[src/rtl/stage_mem_pkg.sv]
// Shared definitions for the memory-access stage: load/store opcodes,
// bus widths, FSM states, access sizes and opcode decode helpers.
package stage_mem_pkg;

    localparam int unsigned ALUOP_W   = 8;
    localparam int unsigned REGADDR_W = 5;

    localparam logic [ALUOP_W-1:0] EXE_LB_OP  = 8'b1110_0000;
    localparam logic [ALUOP_W-1:0] EXE_LH_OP  = 8'b1110_0001;
    localparam logic [ALUOP_W-1:0] EXE_LW_OP  = 8'b1110_0011;
    localparam logic [ALUOP_W-1:0] EXE_LBU_OP = 8'b1110_0100;
    localparam logic [ALUOP_W-1:0] EXE_LHU_OP = 8'b1110_0101;
    localparam logic [ALUOP_W-1:0] EXE_SB_OP  = 8'b1110_1000;
    localparam logic [ALUOP_W-1:0] EXE_SH_OP  = 8'b1110_1001;
    localparam logic [ALUOP_W-1:0] EXE_SW_OP  = 8'b1110_1011;

    typedef enum logic [1:0] {
        MEM_IDLE,
        MEM_ACCESS,
        MEM_DONE
    } mem_state_e;

    typedef enum logic [1:0] {
        SZ_BYTE,
        SZ_HALF,
        SZ_WORD
    } mem_size_e;

    function automatic logic is_mem_op(input logic [ALUOP_W-1:0] op);
        case (op)
            EXE_LB_OP, EXE_LH_OP, EXE_LW_OP, EXE_LBU_OP, EXE_LHU_OP,
            EXE_SB_OP, EXE_SH_OP, EXE_SW_OP: return 1'b1;
            default:                         return 1'b0;
        endcase
    endfunction

    function automatic logic is_store_op(input logic [ALUOP_W-1:0] op);
        return (op == EXE_SB_OP) || (op == EXE_SH_OP) || (op == EXE_SW_OP);
    endfunction

    function automatic logic is_signed_op(input logic [ALUOP_W-1:0] op);
        return (op == EXE_LB_OP) || (op == EXE_LH_OP);
    endfunction

    function automatic mem_size_e op_size(input logic [ALUOP_W-1:0] op);
        case (op)
            EXE_LB_OP, EXE_LBU_OP, EXE_SB_OP: return SZ_BYTE;
            EXE_LH_OP, EXE_LHU_OP, EXE_SH_OP: return SZ_HALF;
            default:                          return SZ_WORD;
        endcase
    endfunction

    function automatic logic [1:0] last_beat(input mem_size_e sz);
        case (sz)
            SZ_BYTE: return 2'd0;
            SZ_HALF: return 2'd1;
            default: return 2'd3;
        endcase
    endfunction

endpackage

[src/rtl/mem_ld_ext.sv]
// Size/sign extension of an assembled little-endian load word.
module mem_ld_ext
    import stage_mem_pkg::*;
#(
    parameter int unsigned XLEN = 32
) (
    input  logic [XLEN-1:0] asm_word,
    input  mem_size_e       size,
    input  logic            sign_ext,
    output logic [XLEN-1:0] word
);

    always_comb begin
        word = asm_word;
        case (size)
            SZ_BYTE: word = {{(XLEN-8){sign_ext & asm_word[7]}}, asm_word[7:0]};
            SZ_HALF: word = {{(XLEN-16){sign_ext & asm_word[15]}}, asm_word[15:0]};
            default: word = asm_word;
        endcase
    end

endmodule

[src/rtl/stage_mem.sv]
// Memory-access pipeline stage: performs loads/stores as byte beats on an
// 8-bit req/ack bus and stalls the pipeline until the access completes.
module stage_mem
    import stage_mem_pkg::*;
#(
    parameter int unsigned XLEN  = 32,
    parameter int unsigned BUS_W = 8
) (
    input  logic                 clk,
    input  logic                 rst,
    input  logic [ALUOP_W-1:0]   aluop_i,
    input  logic [XLEN-1:0]      mem_addr_i,
    input  logic [XLEN-1:0]      rt_data_i,
    input  logic [REGADDR_W-1:0] reg_waddr_i,
    input  logic                 we_i,
    input  logic [XLEN-1:0]      reg_wdata_i,
    output logic [REGADDR_W-1:0] reg_waddr_o,
    output logic                 we_o,
    output logic [XLEN-1:0]      reg_wdata_o,
    output logic                 stallreq,
    output logic                 mem_req,
    output logic                 mem_we,
    output logic [XLEN-1:0]      mem_addr_o,
    output logic [BUS_W-1:0]     mem_wdata,
    input  logic                 mem_ack,
    input  logic [BUS_W-1:0]     mem_rdata
);

    mem_state_e           state_q, state_d;
    logic [1:0]           beat_q;
    logic [XLEN-1:0]      addr_q;
    logic [XLEN-1:0]      sdata_q;
    logic [XLEN-1:0]      asm_q;
    mem_size_e            size_q;
    logic                 sign_q;
    logic                 store_q;
    logic                 we_q;
    logic [REGADDR_W-1:0] waddr_q;
    logic [XLEN-1:0]      ext_word;
    logic                 last_q;

    assign last_q = (beat_q == last_beat(size_q));

    mem_ld_ext #(.XLEN(XLEN)) u_ld_ext (
        .asm_word (asm_q),
        .size     (size_q),
        .sign_ext (sign_q),
        .word     (ext_word)
    );

    always_ff @(posedge clk or negedge rst) begin
        if (!rst) begin
            state_q <= MEM_IDLE;
            beat_q  <= '0;
            addr_q  <= '0;
            sdata_q <= '0;
            asm_q   <= '0;
            size_q  <= SZ_BYTE;
            sign_q  <= 1'b0;
            store_q <= 1'b0;
            we_q    <= 1'b0;
            waddr_q <= '0;
        end else begin
            state_q <= state_d;
            case (state_q)
                MEM_IDLE: begin
                    if (is_mem_op(aluop_i)) begin
                        addr_q  <= mem_addr_i;
                        sdata_q <= rt_data_i;
                        size_q  <= op_size(aluop_i);
                        sign_q  <= is_signed_op(aluop_i);
                        store_q <= is_store_op(aluop_i);
                        we_q    <= we_i;
                        waddr_q <= reg_waddr_i;
                        asm_q   <= '0;
                        beat_q  <= '0;
                    end
                end
                MEM_ACCESS: begin
                    if (mem_ack) begin
                        if (!store_q) asm_q[{beat_q, 3'b000} +: BUS_W] <= mem_rdata;
                        if (!last_q)  beat_q <= beat_q + 2'd1;
                    end
                end
                default: ;
            endcase
        end
    end

    // Everything is gated by rst so a mid-access reset drops the bus at once.
    always_comb begin
        state_d     = state_q;
        reg_waddr_o = '0;
        we_o        = 1'b0;
        reg_wdata_o = '0;
        stallreq    = 1'b0;
        mem_req     = 1'b0;
        mem_we      = 1'b0;
        mem_addr_o  = '0;
        mem_wdata   = '0;
        if (rst) begin
            case (state_q)
                MEM_IDLE: begin
                    if (is_mem_op(aluop_i)) begin
                        stallreq = 1'b1;
                        state_d  = MEM_ACCESS;
                    end else begin
                        reg_waddr_o = reg_waddr_i;
                        we_o        = we_i;
                        reg_wdata_o = reg_wdata_i;
                    end
                end
                MEM_ACCESS: begin
                    mem_req    = 1'b1;
                    stallreq   = 1'b1;
                    mem_we     = store_q;
                    mem_addr_o = addr_q + XLEN'(beat_q);
                    mem_wdata  = sdata_q[{beat_q, 3'b000} +: BUS_W];
                    if (mem_ack && last_q) state_d = MEM_DONE;
                end
                MEM_DONE: begin
                    reg_waddr_o = waddr_q;
                    we_o        = we_q & ~store_q;
                    reg_wdata_o = store_q ? '0 : ext_word;
                    state_d     = MEM_IDLE;
                end
                default: state_d = MEM_IDLE;
            endcase
        end
    end

endmodule

[config.mk]
export PLATFORM = sky130hd
export DESIGN_NAME = stage_mem
export DESIGN_NICKNAME = d
export VERILOG_FILES = /design/src/rtl/stage_mem_pkg.sv /design/src/rtl/mem_ld_ext.sv /design/src/rtl/stage_mem.sv
export SDC_FILE = /design/constraint.sdc
export NUM_CORES = 1
export LEC_CHECK = 0
export ABC_AREA = 1
export ABC_CLOCK_PERIOD_IN_PS = 2100
export CELL_PAD_IN_SITES_DETAIL_PLACEMENT = 0
export CELL_PAD_IN_SITES_GLOBAL_PLACEMENT = 2
export CORE_ASPECT_RATIO = 0.9
export CORE_MARGIN = 2
export CORE_UTILIZATION = 26
export DETAILED_ROUTE_END_ITERATION = 10
export HOLD_SLACK_MARGIN = 0.03
export PLACE_DENSITY = 0.83
export REMOVE_ABC_BUFFERS = 1
export SETUP_SLACK_MARGIN = 0.5
export SYNTH_ARGS = -nofsm -noshare
export SYNTH_HDL_FRONTEND = slang
export SYNTH_HIERARCHICAL = 1
export SYNTH_SLANG_ARGS = --single-unit
[constraint.sdc]
create_clock -name clk -period 2.1 [get_ports clk]
set_input_delay 0.42 -clock clk [delete_from_list [all_inputs] [get_ports clk]]
set_output_delay 0.42 -clock clk [all_outputs]
set_load 0.01 [all_outputs]
==> flow_metrics.py <==
metrics = {
    "logic_synthesis": {
        "synthXorXnorAreaFrac": 0.00245,
        "async_flop_share": 1.00,
        "syn_inst": 1074,
        "ys_seq_area_frac": 0.385,
        "synth_top_area_cell": "dfrtp_1",
        "synthAdderAreaFrac": 0.0133,
        "synth_mux_area_frac": 0,
        "synth_top_family_by_area": "simple AND/OR/NAND/NOR gates",
        "ys_types": 33,
        "yosys-top-cells-area": "dfrtp_1, nand2_1, nand3_1, nor2_1, o21ai_0",
        "synth_area_per_cell_um2": 6.65,
        "yosys_warnings": 6,
        "synth_edf_count": 0,
        "ys_seq_elements": 110,
        "yosysTopAreaCellShare": 0.385,
        "synthFlopType": "dfrtp_1",
        "synth-compound-area-share": 0.0946,
        "synthesis.area_mm2": 0.00714,
        "synth-simple-area-share": 0.417,
    },
    "timing": {
        "fin_crit_ps": 2710,
        "setup_tns_ps": -21650,
        "post-route-period-util": 1.29,
        "fin_skew_ps": 12.0,
        "fin_ws_ps": -607,
        "hold_viol": 0,
        "hold-worst-slack_ps": 207,
        "timing.fmax_ghz": 0.369,
        "worst_pin_slew_ps": 644,
        "slew_headroom": 0.570,
        "slew_viol_final": 0,
        "final-setup-viol-count": 93,
        "rsz0062_at_grt": "true",
    },
    "worst_hold_path": {
        "hp-class": "input pin to asynchronous set/reset pin",
    },
    "clocking": {
        "cts_tree": "built",
        "clk_pin_slew_ps": 80,
        "root_buffer": "clkbuf_16",
        "h-tree-depth": 3,
        "worst_skew_pair.late_latency_ps": 370,
        "clockBufferDepth": 2,
        "clock_sinks": 110,
        "numCtsBuffers": 9,
    },
    "critical_path": {
        "worstPathMaxFanout": 3,
        "max_stage_delay_ps": 440,
        "crit_path_cell_trace": "ha_4, fa_2, nand2_4, nor2_4, nand2_2, inv_2, nand4_1, buf_4, o21ai_2, a21oi_1, buf_2",
        "path_class": "flip-flop to primary output",
        "path_buf_inv": 3,
        "critical-path-top-delay-family": "simple AND/OR/NAND/NOR gates",
        "crit_start": "beat_q[0]$_DFFE_PN0P_",
        "slowest_stage": "dfrtp_2",
        "cp.required_ps": 1680,
        "crit_path_end_kind": "primary output",
        "arrival_ps": 2290,
        "r2r_start": "state_q[0]$_DFFE_PN0P_",
        "critPathLaunchType": "flip-flop",
    },
    "global_route": {
        "grt_pass1_vias": 8131,
        "grt_pass1_wl_um": 42800,
        "grt-ovfl-total": 0,
        "grt_max_degree": 68,
        "grt_usage": 0.190,
        "antenna_found_initial": 3,
    },
    "final_layout": {
        "finalNetCount": 1628,
        "register_area_mm2": 0.00276,
        "area_delta_synth_final_pct": 101,
        "n_fill_cell": 2477,
        "layout-drive-gt1-share": 0.513,
        "utilization": 0.532,
        "multiInputGateArea_mm2": 0.00566,
    },
    "drt": {
        "viasPerCell": 4.80,
        "wire_per_inst_um": 17.6,
        "detail-route-antenna-nets": 0,
        "drt_first_iter_violations": 440,
        "wl_um": 32700,
        "drt_pre_antenna_iters": 5,
        "vias": 8941,
        "drc_errors": 0,
    },
    "die": {
        "num_rows": 57,
        "die_area_mm2": 0.0288,
        "die_width_um": 179,
        "start_util": 0.264,
        "core-area_mm2": 0.0270,
        "die_h_um": 161,
        "pin_count": 202,
    },
    "outcome": {
        "status": "finished with violations",
        "violations": "negative setup slack",
    },
    "pwr": {
        "leakage_uw": 0.00676,
        "ir_drop_uv": 528,
        "powerDensity_mw_per_mm2": 1090,
    },
    "placement": {
        "place_congestion": 0.886,
        "dpl_worst_slack_ps": -823,
        "place_hpwl_um": 19500,
        "port-buffer-count": 201,
    },
    "job": {
        "max_cap_viol_count": 0,
    },
}
## layout make-up
cell class | count | area share
repair inverters | 2 | 0.00226
diodes | 3 | 0.000522
clock buffers | 12 | 0.0178
clock inverters | 4 | 0.00243
inverters | 72 | 0.0230
flip-flops and latches | 110 | 0.192
multi-input cells | 832 | 0.394
repair buffers | 473 | 0.338
well taps | 354 | 0.0308
## synth_stat cells, types with 7 or more instances
library cell / count
a21oi_1: 63
buf_2: 14
buf_4: 12
buf_6: 7
clkbuf_1: 20
dfrtp_1: 110
inv_1: 64
nand2_1: 384
nand3_1: 120
nand3_2: 13
nand4_1: 14
nor2_1: 124
nor2_4: 7
nor3_1: 18
o21ai_0: 65
## metrics by stage
step | cells | cell area (µm²) | total power [µW]
5_1_grt | 1861 | 14400 | 16600
3_5_place_dp | 1707 | 10400 | 9710
4_1_cts | 1782 | 11800 | 13000
2_1_floorplan | 1014 | 6790 | 6280
6_report | 1862 | 14400 | 15700
3_3_place_gp | 1707 | 10400 | 9680
## registers in the layout, indices dropped and copies added, names as in the netlist
name,cells
asm_q,32
addr_q,32
state_q,2
sign_q,1
beat_q,2
size_q,2
we_q,1
store_q,1
sdata_q,32
waddr_q,5
## power by group
| group | internal [µW] | total [µW] | switching (µW) |
|---|---|---|---|
| registers | 2870 | 3570 | 708 |
| logic | 5090 | 10300 | 5250 |
| clock network | 892 | 1760 | 873 |
| total | 8850 | 15700 | 6830 |
## cells in the final DEF (no fill, tap or decap), types with 10 or more instances in the layout
| master | synthesis | routed |
|---|---|---|
| dfrtp_1 | 110 | 107 |
| a21oi_2 | 0 | 41 |
| buf_4 | 12 | 137 |
| nor2_4 | 7 | 43 |
| buf_2 | 14 | 71 |
| o21ai_1 | 0 | 19 |
| o21ai_2 | 1 | 33 |
| buf_16 | 0 | 10 |
| nand2_4 | 2 | 45 |
| clkbuf_16 | 0 | 22 |
| buf_6 | 7 | 81 |
| inv_1 | 64 | 53 |
| nor2_1 | 124 | 63 |
| a21oi_1 | 63 | 21 |
| nand2_1 | 384 | 270 |
| nand3_1 | 120 | 41 |
| nand3_4 | 1 | 23 |
| nand3_2 | 13 | 70 |
| nor2_2 | 1 | 26 |
| clkdlybuf4s50_1 | 0 | 111 |
| buf_8 | 1 | 13 |
| o21ai_0 | 65 | 12 |
| buf_12 | 0 | 30 |
| nand4_1 | 14 | 14 |
| nand2_2 | 3 | 71 |
## cell families after synthesis
logic type,count (synthesis)
XOR/XNOR,2
buffers and inverters,132
AO/OA/AOI/OAI,133
adder cells (fa/ha/maj),7
AND/OR/NAND/NOR,690
flip-flops,110
## routing by layer
metal,routed length [µm],GRT usage,vias up
li1,-,-,4324
met1,14500,0.266,4288
met2,15600,0.301,282
met3,1820,0.0360,47
met4,686,0.0480,0
met5,0,0,-
## timing repair
| action | CTS | global route |
|---|---|---|
| pin swaps | 71 | 140 |
| endpoints found under the setup margin | 191 | 191 |
| cloned | 8 | 24 |
| hold buffers | 0 | 0 |
| gates resized for setup | 513 | 523 |
| buffers inserted | 51 | 53 |
## worst paths after layout
kind                                     endpoint  slack [ps]  depth (start not counted)
max                                mem_addr_o[14]        -610                         11
min                        addr_q[10]$_DFFE_PN0P_         210                          2
max reg2reg                addr_q[11]$_DFFE_PN0P_         -30                         15
min reg2reg                  asm_q[8]$_DFFE_PN0P_         470                          2
max in group asynchronous   addr_q[9]$_DFFE_PN0P_        1050                          3
min in group clk             asm_q[8]$_DFFE_PN0P_         470                          2
(Power assumes the default switching activity.)
